File: config.mk
export PLATFORM = sky130hd
export DESIGN_NAME = fetch_unit
export DESIGN_NICKNAME = d
export VERILOG_FILES = /design/src/rtl/fetch_unit.sv
export SDC_FILE = /design/constraint.sdc
export NUM_CORES = 1
export LEC_CHECK = 0
export ABC_CLOCK_PERIOD_IN_PS = 13000
export BUFFER_PORTS_ARGS = -buffer_cell sky130_fd_sc_hd__buf_4
export CAP_MARGIN = 30
export CORE_MARGIN = 2
export CORE_UTILIZATION = 40
export CTS_BUF_LIST = sky130_fd_sc_hd__clkbuf_8
export CTS_CLUSTER_DIAMETER = 200
export DETAILED_ROUTE_END_ITERATION = 12
export PLACE_DENSITY = 0.72
export SLEW_MARGIN = 20
export SYNTH_ARGS = -nofsm -noshare
export SYNTH_HDL_FRONTEND = slang
export SYNTH_SLANG_ARGS = --single-unit
File: constraint.sdc
create_clock -name clk -period 13 [get_ports clk]
set_input_delay 0 -clock clk [delete_from_list [all_inputs] [get_ports clk]]
set_output_delay 0 -clock clk [all_outputs]
set_load 0.1 [all_outputs]
File: src/rtl/fetch_unit.sv
// Fetch unit: owns the PC, issues one IMEM read per cycle and buffers responses
// in a 2-entry queue presented to decode through a valid/ready handshake.
module fetch_unit #(
  parameter logic [31:0] RESET_PC = 32'h0000_3000,
  parameter logic [31:0] EXC_PC   = 32'h0000_4180
) (
  input  logic        clk,
  input  logic        reset,
  output logic        imem_req,
  output logic [31:0] imem_addr,
  input  logic [31:0] imem_rdata,
  input  logic        redir_valid,
  input  logic [31:0] redir_pc,
  input  logic        exc_valid,
  output logic        inst_valid,
  input  logic        inst_ready,
  output logic [31:0] inst,
  output logic [31:0] inst_pc,
  output logic        inst_adel
);

  typedef enum logic {S_RUN, S_HALT} state_t;

  typedef struct packed {
    logic [31:0] data;
    logic [31:0] pc;
    logic        adel;
  } entry_t;

  state_t      state_q, state_d;
  logic [31:0] pc_q, pc_d;
  logic        infl_q, infl_d;
  logic [31:0] tag_pc_q, tag_pc_d;
  logic        tag_adel_q, tag_adel_d;
  logic [1:0]  occ_q, occ_d;
  entry_t      q0_q, q0_d, q1_q, q1_d;

  logic        flush, pop, push, go;
  logic [2:0]  used;
  entry_t      new_entry;

  assign flush = exc_valid | redir_valid;
  assign pop   = inst_valid & inst_ready;
  assign push  = infl_q & ~flush;
  // Credits: queued entries plus the in-flight fetch, minus the one leaving now.
  assign used  = {1'b0, occ_q} + {2'b00, infl_q} - {2'b00, pop};
  assign go    = ~reset & ~flush & (state_q == S_RUN) & (used < 3'd2);

  assign new_entry.data = tag_adel_q ? '0 : imem_rdata;
  assign new_entry.pc   = tag_pc_q;
  assign new_entry.adel = tag_adel_q;

  assign imem_addr  = pc_q;
  assign inst_valid = (occ_q != 2'd0);
  assign inst       = q0_q.data;
  assign inst_pc    = q0_q.pc;
  assign inst_adel  = q0_q.adel;

  always_comb begin
    pc_d       = pc_q;
    state_d    = state_q;
    infl_d     = go;
    tag_pc_d   = tag_pc_q;
    tag_adel_d = tag_adel_q;
    imem_req   = 1'b0;
    if (flush) begin
      pc_d    = exc_valid ? EXC_PC : redir_pc;
      state_d = S_RUN;
    end else if (go) begin
      tag_pc_d = pc_q;
      if (pc_q[1:0] == 2'b00) begin
        imem_req   = 1'b1;
        pc_d       = pc_q + 32'd4;
        tag_adel_d = 1'b0;
      end else begin
        tag_adel_d = 1'b1;
        state_d    = S_HALT;
      end
    end
  end

  // Slot 1 is kept zero whenever occ<2 and slot 0 whenever empty, so the
  // head outputs read as zero while nothing is queued.
  always_comb begin
    occ_d = occ_q;
    q0_d  = q0_q;
    q1_d  = q1_q;
    if (flush) begin
      occ_d = 2'd0;
      q0_d  = '0;
      q1_d  = '0;
    end else begin
      case ({push, pop})
        2'b10: begin
          if (occ_q == 2'd0) q0_d = new_entry;
          else               q1_d = new_entry;
          occ_d = occ_q + 2'd1;
        end
        2'b01: begin
          q0_d  = q1_q;
          q1_d  = '0;
          occ_d = occ_q - 2'd1;
        end
        2'b11: begin
          if (occ_q == 2'd1) begin
            q0_d = new_entry;
          end else begin
            q0_d = q1_q;
            q1_d = new_entry;
          end
        end
        default: ;
      endcase
    end
  end

  always_ff @(posedge clk or posedge reset) begin
    if (reset) begin
      state_q    <= S_RUN;
      pc_q       <= RESET_PC;
      infl_q     <= 1'b0;
      tag_pc_q   <= '0;
      tag_adel_q <= 1'b0;
      occ_q      <= 2'd0;
      q0_q       <= '0;
      q1_q       <= '0;
    end else begin
      state_q    <= state_d;
      pc_q       <= pc_d;
      infl_q     <= infl_d;
      tag_pc_q   <= tag_pc_d;
      tag_adel_q <= tag_adel_d;
      occ_q      <= occ_d;
      q0_q       <= q0_d;
      q1_q       <= q1_d;
    end
  end

endmodule

==> flow_metrics.env, run 1 <==
export IMPL_status="complete, no violations"
export IMPL_io_buffer_count=167
export IMPL_use_met2_pct=33.9
export IMPL_dieArea_um2=24300
export IMPL_grt_first_pass_wirelength_mm=41.3
export IMPL_grtUsageTotal_pct=21.3
export IMPL_wl_per_cell_um=16.3
export IMPL_hpwlAfterDp_mm=15.7
export IMPL_root_buffer="clkbuf_8"
export IMPL_grt_antenna_before_repair=1
export IMPL_layout_min_cycle_time_ns=4.97
export IMPL_grtUsageMet3_pct=4.25
export IMPL_synth_simple_area_share_pct=20.8
export IMPL_synthMuxAreaShare_pct=4.61
export IMPL_cp_start_kind="flop"
export IMPL_grt_max_degree=116
export IMPL_critical_path_peak_fanout=14
export IMPL_path_buf_inv=3
export IMPL_firstDrtPassIters=5
export IMPL_rsz0062_at_grt="false"
export IMPL_path_cells="inv_1 -> ha_1 -> nand2b_1 -> inv_1 -> ha_1 -> nand2b_1 -> fa_1 -> or3b_1 -> nor4_4 -> nand4_1 -> mux2_1 -> nor3_1 -> dlygate4sd3_1"
export IMPL_die_w_um=156
export IMPL_r2r_end="imem_addr[17]"
export IMPL_hp_class="primary input to flop"
export IMPL_clock_skew_ns=0.0151
export IMPL_ys_ff_latch=199
export IMPL_synthAdderAreaFrac_pct=0.868
export IMPL_r2r_slack_ns=8.03
export IMPL_tightest_slew_ns=0.930
export IMPL_viasPerCell=5.26
export IMPL_seqCellArea_um2=4980
export IMPL_ant_nets=0
export IMPL_fp_dieH_um=156
export IMPL_design_area_um2=12100
export IMPL_cts_buffer_depth=2
export IMPL_synth_nets=1093
export IMPL_rr_worst_depth=13
export IMPL_holdPathEnd="imem_addr[26]"
export IMPL_p_per_area_nw_per_um2=127
export IMPL_clock_sinks=199
export IMPL_syn_to_final_growth_pct=30.7
export IMPL_cts_tree="done"
export IMPL_cp_required_ns=13.41
export IMPL_max_stage_delay_ns=0.80
export IMPL_setup_viol_count_final=0
export IMPL_timing_final_hold_violations=0
export IMPL_relSlewSlack_pct=37.5
export IMPL_synth_seq_area_share_pct=54.0
export IMPL_critPathKind="flop to flop"
export IMPL_ctsHtreeMaxLevel=4
export IMPL_grt_overflow_total=0
export IMPL_synth_edf_count=0
export IMPL_synth_top_family_by_area="simple AND/OR/NAND/NOR gates"
export IMPL_drive_gt1_share_pct=18.4
export IMPL_place_gp_congestion=0.812
export IMPL_cts_buffers=17
export IMPL_cp_arrival_ns=5.38
export IMPL_rr_startpoint="occ_q[1]"
export IMPL_row_count=55
export IMPL_holdPathStages=2
export IMPL_use_met1_pct=28.2
export IMPL_maxSlewViolCount=0
export IMPL_placed_cell_area_um2=10800
export IMPL_vdd_drop_max_mv=0.0638
export IMPL_path_clk_slew_ns=0.11
export IMPL_max_freq_mhz=201
export IMPL_crit_family="simple AND/OR/NAND/NOR gates"
export IMPL_synth_compound_area_share_pct=13.4
export IMPL_busiest_layer="met2"
export IMPL_routed_wl_mm=25.0
export IMPL_synth_area_per_cell_um2=9.05
export IMPL_power_total_mw=1.53
export IMPL_yosys_warnings=0
export IMPL_timing_final_crit_share_pct=38.2
export IMPL_leakage_nw=5.57
export IMPL_synthFlopType="dfrtp_1"
export IMPL_clock_latency_ns=0.47
export IMPL_drv_cap=0
export IMPL_synth_cell_type_count=58
export IMPL_min_delay_start="exc_valid"
export IMPL_drc=0
export IMPL_synth_xor_area_share_pct=1.23
export IMPL_end_kind="flop"
export IMPL_grt_pass1_vias=8137
export IMPL_nNetsFinal=1310
export IMPL_multi_input_area_um2=3830
export IMPL_synth_area_um2=9220
export IMPL_fill_cells=2038
export IMPL_initialDrtViolationCount=480
export IMPL_critPathLaunch="occ_q[1]"
export IMPL_coreArea_um2=22600
export IMPL_slowest_stage="nor4_4"
export IMPL_netlist_instances=1019
export IMPL_start_util_pct=40.7
export IMPL_pin_count=168
export IMPL_vias=8076
export IMPL_fin_tns_setup_ns=0
export IMPL_async_reset_ff_share_pct=100
[how the worst max path moves through the flow]
stage / to / slack [ns] / cells after the start
final: imem_addr[17] / 8.03 / 13
after global routing: imem_addr[29] / 7.71 / 12
after CTS: imem_addr[17] / 8.16 / 13
after detailed placement: imem_addr[25] / 8.56 / 12
after global placement: imem_addr[25] / 8.64 / 12
after floorplan: imem_addr[0] / 7.58 / 1
[Yosys cell counts (2+ instances only)]
master	count	area [um2]
nand2_1	274	1030
dfrtp_1	197	4930
o21ai_0	97	485
clkbuf_1	60	225
nor2_1	46	173
inv_1	44	165
a21oi_1	40	200
nor3_1	39	195
mux2i_1	38	380
o41ai_1	32	280
nand3_1	15	75.1
nand4_1	15	93.8
nor3b_1	10	75.1
buf_2	8	40.0
o21ai_1	8	40.0
xor2_1	8	70.1
a211oi_1	7	52.6
nor4_1	7	43.8
buf_1	5	18.8
xnor2_1	5	43.8
and3_1	4	25.0
ha_1	4	50.1
mux2_1	4	45.0
nand2b_1	4	25.0
nand4b_1	4	35.0
a2111oi_1	3	30.0
a311oi_1	3	26.3
nor2b_1	3	18.8
o21a_1	3	22.5
a2111oi_0	2	17.5
a31oi_1	2	12.5
dfstp_2	2	52.6
[registers in the layout (all words and copies together) (netlist names)]
register    count
state_q         1
infl_q          1
tag_pc_q       32
occ_q           2
inst_pc        32
imem_addr      32
q1_q           65
inst_adel       1
inst           32
tag_adel_q      1
[cell type report]
cell class	instances	share of cell area [%]
sequential	199	41.3
antenna	1	0.0208
clock inverter	15	1.19
tap	285	2.96
timing repair buffer	272	19.3
clock buffer	17	1.94
multi-input combinational	701	31.8
inverter	45	1.46
[per-stage QoR]
stage               utilization (%)  hold slack (ns)  worst slack, ns  std cells
finish                         53.2           0.0508             8.03       1535
global route                   53.2           0.0460             7.71       1535
CTS                            53.1          0.00385             8.16       1533
detailed placement             47.5            0.212             8.56       1412
global placement               47.2            0.206             8.64       1409
floorplan                         -            0.105             7.58       1019
[repair_timing]
item,CTS,global route
hold buffers,89,0
setup buffers,0,0
endpoints found under the hold margin,210,0
gates resized for setup,0,0
[layer usage]
layer | vias to the layer above | share of wire [%]
met5 | - | 0
met1 | 3868 | 45
met3 | 57 | 4.8
met4 | 0 | 3.5
li1 | 3912 | -
met2 | 239 | 47
[power by group]
part | total [mW] | internal [mW] | switching [mW]
logic | 0.417 | 0.120 | 0.297
clock network | 0.383 | 0.141 | 0.242
registers | 0.726 | 0.676 | 0.0504
total | 1.53 | 0.937 | 0.590
[cells by family after synthesis]
group | count (synthesis)
xor+xnor | 13
mux | 42
buf+inv | 119
simple gates | 435
flops | 199
fa+ha+maj | 6
compound gates | 205
[cell usage in the layout, fill, tap and decap left out, drive strengths merged, types with 3 or more instances in the layout]
cell type / n
nand2: 275
dfrtp: 197
buf: 183
o21ai: 105
dlygate4sd3: 89
inv: 51
nor2: 47
nor3: 40
a21oi: 40
mux2i: 38
o41ai: 32
clkbuf: 17
nand4: 15
nand3: 15
nor3b: 10
nor4: 9
clkinv: 9
xor2: 8
a211oi: 8
xnor2: 5
a2111oi: 5
nand4b: 4
mux2: 4
and3: 4
ha: 4
nand2b: 4
o21a: 3
a311oi: 3
nor2b: 3
Power figures use the tool's default switching activity.
==> run 2: changes to the inputs <==
--- a/config.mk
+++ b/config.mk
@@ -5,7 +5,7 @@
 export SDC_FILE = /design/constraint.sdc
 export NUM_CORES = 1
 export LEC_CHECK = 0
-export ABC_CLOCK_PERIOD_IN_PS = 13000
+export ABC_CLOCK_PERIOD_IN_PS = 4420
 export BUFFER_PORTS_ARGS = -buffer_cell sky130_fd_sc_hd__buf_4
 export CAP_MARGIN = 30
 export CORE_MARGIN = 2
@@ -13,7 +13,7 @@
 export CTS_BUF_LIST = sky130_fd_sc_hd__clkbuf_8
 export CTS_CLUSTER_DIAMETER = 200
 export DETAILED_ROUTE_END_ITERATION = 12
-export PLACE_DENSITY = 0.72
+export PLACE_DENSITY = 0.74
 export SLEW_MARGIN = 20
 export SYNTH_ARGS = -nofsm -noshare
 export SYNTH_HDL_FRONTEND = slang
==> constraint.sdc (replaced) <==
create_clock -name clk -period 4.42 [get_ports clk]
set_input_delay 0 -clock clk [delete_from_list [all_inputs] [get_ports clk]]
set_output_delay 0 -clock clk [all_outputs]
set_load 0.1 [all_outputs]
==> run 2 against run 1 <==
Compared with the run above: clock-buffer cell count did not move; core utilization fell by 0.54 points; final area fell by 1.0%; clock power rose to 3.0 times the previous value; via count rose by 0.99%; wire length rose by 1.2%; critical endpoint is now imem_addr[22]; non-clock buffer count fell by 9; total power rose to 2.9 times the previous value; critical path type unchanged; worst setup slack got worse by 7.8 ns; critical path depth did not move; cell count fell by 0.65%; sequential cell count did not move.
==> flow_metrics.env, run 2 (synthesized netlist as in run 1, its figures left out) <==
export IMPL_tightest_slew_ns=0.826
export IMPL_holdPathStages=4
export IMPL_status="complete, no violations"
export IMPL_grtUsageMet3_pct=2.92
export IMPL_setup_viol_count_final=0
export IMPL_io_buffer_count=167
export IMPL_timing_final_crit_share_pct=94.2
export IMPL_coreArea_um2=22600
export IMPL_ant_nets=0
export IMPL_largest_register="q1_q"
export IMPL_dieArea_um2=24300
export IMPL_path_cells="inv_1 -> ha_1 -> nand2b_2 -> inv_2 -> ha_1 -> nand2b_1 -> fa_1 -> or3b_1 -> nor4_2 -> buf_4 -> nand4b_1 -> a311oi_1 -> dlygate4sd3_1"
export IMPL_maxSlewViolCount=0
export IMPL_place_gp_congestion=0.835
export IMPL_wl_per_cell_um=16.6
export IMPL_vias=8156
export IMPL_grt_first_pass_wirelength_mm=41.0
export IMPL_max_freq_mhz=240
export IMPL_use_met1_pct=27.2
export IMPL_cts_tree="done"
export IMPL_cp_required_ns=4.84
export IMPL_hp_class="primary input to flop"
export IMPL_final_common_cell="nand2_1"
export IMPL_drv_cap=0
export IMPL_grt_antenna_before_repair=0
export IMPL_grt_overflow_total=0
export IMPL_ctsHtreeMaxLevel=4
export IMPL_holdPathEnd="occ_q[0]"
export IMPL_relSlewSlack_pct=44.8
export IMPL_largest_register_ff_count=65
export IMPL_path_clk_slew_ns=0.11
export IMPL_start_util_pct=40.7
export IMPL_layout_min_cycle_time_ns=4.16
export IMPL_grt_pass1_vias=8009
export IMPL_cp_arrival_ns=4.58
export IMPL_grtUsageTotal_pct=21.1
export IMPL_drive_gt1_share_pct=19.1
export IMPL_leakage_nw=5.49
export IMPL_cts_buffer_depth=2
export IMPL_row_count=55
export IMPL_fp_dieH_um=156
export IMPL_rr_worst_depth=13
export IMPL_syn_to_final_growth_pct=29.4
export IMPL_firstDrtPassIters=5
export IMPL_r2r_end="imem_addr[22]"
export IMPL_hpwlAfterDp_mm=16.0
export IMPL_timing_final_hold_violations=0
export IMPL_clock_latency_ns=0.47
export IMPL_routed_wl_mm=25.3
export IMPL_rsz0062_at_grt="false"
export IMPL_cp_common_cell="ha_1"
export IMPL_busiest_layer="met2"
export IMPL_initialDrtViolationCount=546
export IMPL_vdd_drop_max_mv=0.156
export IMPL_root_buffer="clkbuf_8"
export IMPL_pin_count=168
export IMPL_nNetsFinal=1301
export IMPL_min_delay_start="inst_ready"
export IMPL_die_w_um=156
export IMPL_use_met2_pct=36.2
export IMPL_final_cell_mix="274 x nand2_1, 195 x dfrtp_1, 183 x buf_4, 97 x o21ai_0, 77 x dlygate4sd3_1"
export IMPL_drc=0
export IMPL_cp_start_kind="flop"
export IMPL_end_kind="flop"
export IMPL_dp_cells=1415
export IMPL_critical_path_peak_fanout=10
export IMPL_fin_tns_setup_ns=0
export IMPL_slowest_stage="dlygate4sd3_1"
export IMPL_rr_startpoint="occ_q[1]"
export IMPL_n_antenna_cell=0
export IMPL_fill_cells=2029
export IMPL_max_stage_delay_ns=0.57
export IMPL_clock_sinks=199
export IMPL_clock_skew_ns=0.0165
export IMPL_cts_buffers=17
export IMPL_r2r_slack_ns=0.26
export IMPL_viasPerCell=5.35
export IMPL_p_per_area_nw_per_um2=376
export IMPL_critPathKind="flop to flop"
export IMPL_fin_cells=1525
export IMPL_grt_max_degree=101
[run 2: power breakdown]
part           internal (mW)  leakage (nW)  switching (mW)  total, mW
combinational          0.343          2.62           0.854       1.20
clock                  0.417         0.194           0.717       1.13
sequential              1.99          2.68           0.167       2.16
[run 2: how the worst max path moves through the flow]
| stage | startpoint | endpoint | slack, ns | depth (start not counted) |
|---|---|---|---|---|
| 3_3_place_gp | occ_q[1] | imem_addr[19] | 0.53 | 13 |
| 5_1_grt | occ_q[1] | imem_addr[22] | 0.05 | 13 |
| 2_1_floorplan | occ_q[1] | imem_addr[3] | 0.85 | 12 |
| 6_report | occ_q[1] | imem_addr[22] | 0.26 | 13 |
| 4_1_cts | occ_q[1] | imem_addr[22] | 0.05 | 13 |
| 3_5_place_dp | occ_q[1] | imem_addr[30] | 0.38 | 13 |
[run 2: per-layer routing]
metal  vias up  part of all wire [%]
li1       3895                     -
met1      3929                    43
met2       287                    49
met3        45                   5.3
met4         0                   2.5
met5         -                     0
[run 2: layout make-up]
type                       count  area, um2  share of cell area (%)
multi-input combinational    701       3830                    32.1
sequential                   199       4980                    41.8
timing repair buffer         263       2210                    18.5
clock buffer                  17        234                    1.96
inverter                      45        173                    1.45
clock inverter                15        136                    1.14
tap                          285        357                    2.99
[run 2: critical path, delay by kind of cell, from the launching register on]
family / cells / cell delay, ns
buffers and inverters: 4 / 1.06
DFF: 1 / 0.47
AOI/OAI and AO/OA: 1 / 0.27
and+or+nand+nor: 5 / 1.24
adders and majority gates: 3 / 1.05
[run 2: per-stage QoR]
step	total power, mW	area, um2	hold WS [ns]	util (%)	setup slack, ns
2_1_floorplan	3.01	9230	0.105	-	0.852
3_3_place_gp	3.30	10800	0.208	47.5	0.535
3_5_place_dp	3.33	10800	0.218	47.5	0.385
4_1_cts	4.52	11900	0.0537	52.6	0.0454
5_1_grt	4.70	11900	0.0351	52.7	0.0460
6_report	4.49	11900	0.0277	52.7	0.258
[run 2: what timing repair did]
item,in CTS,in global routing
gates resized for setup,0,3
setup endpoints to repair,0,5
hold endpoints to repair,130,0
hold buffers,77,0
buffers inserted,0,0
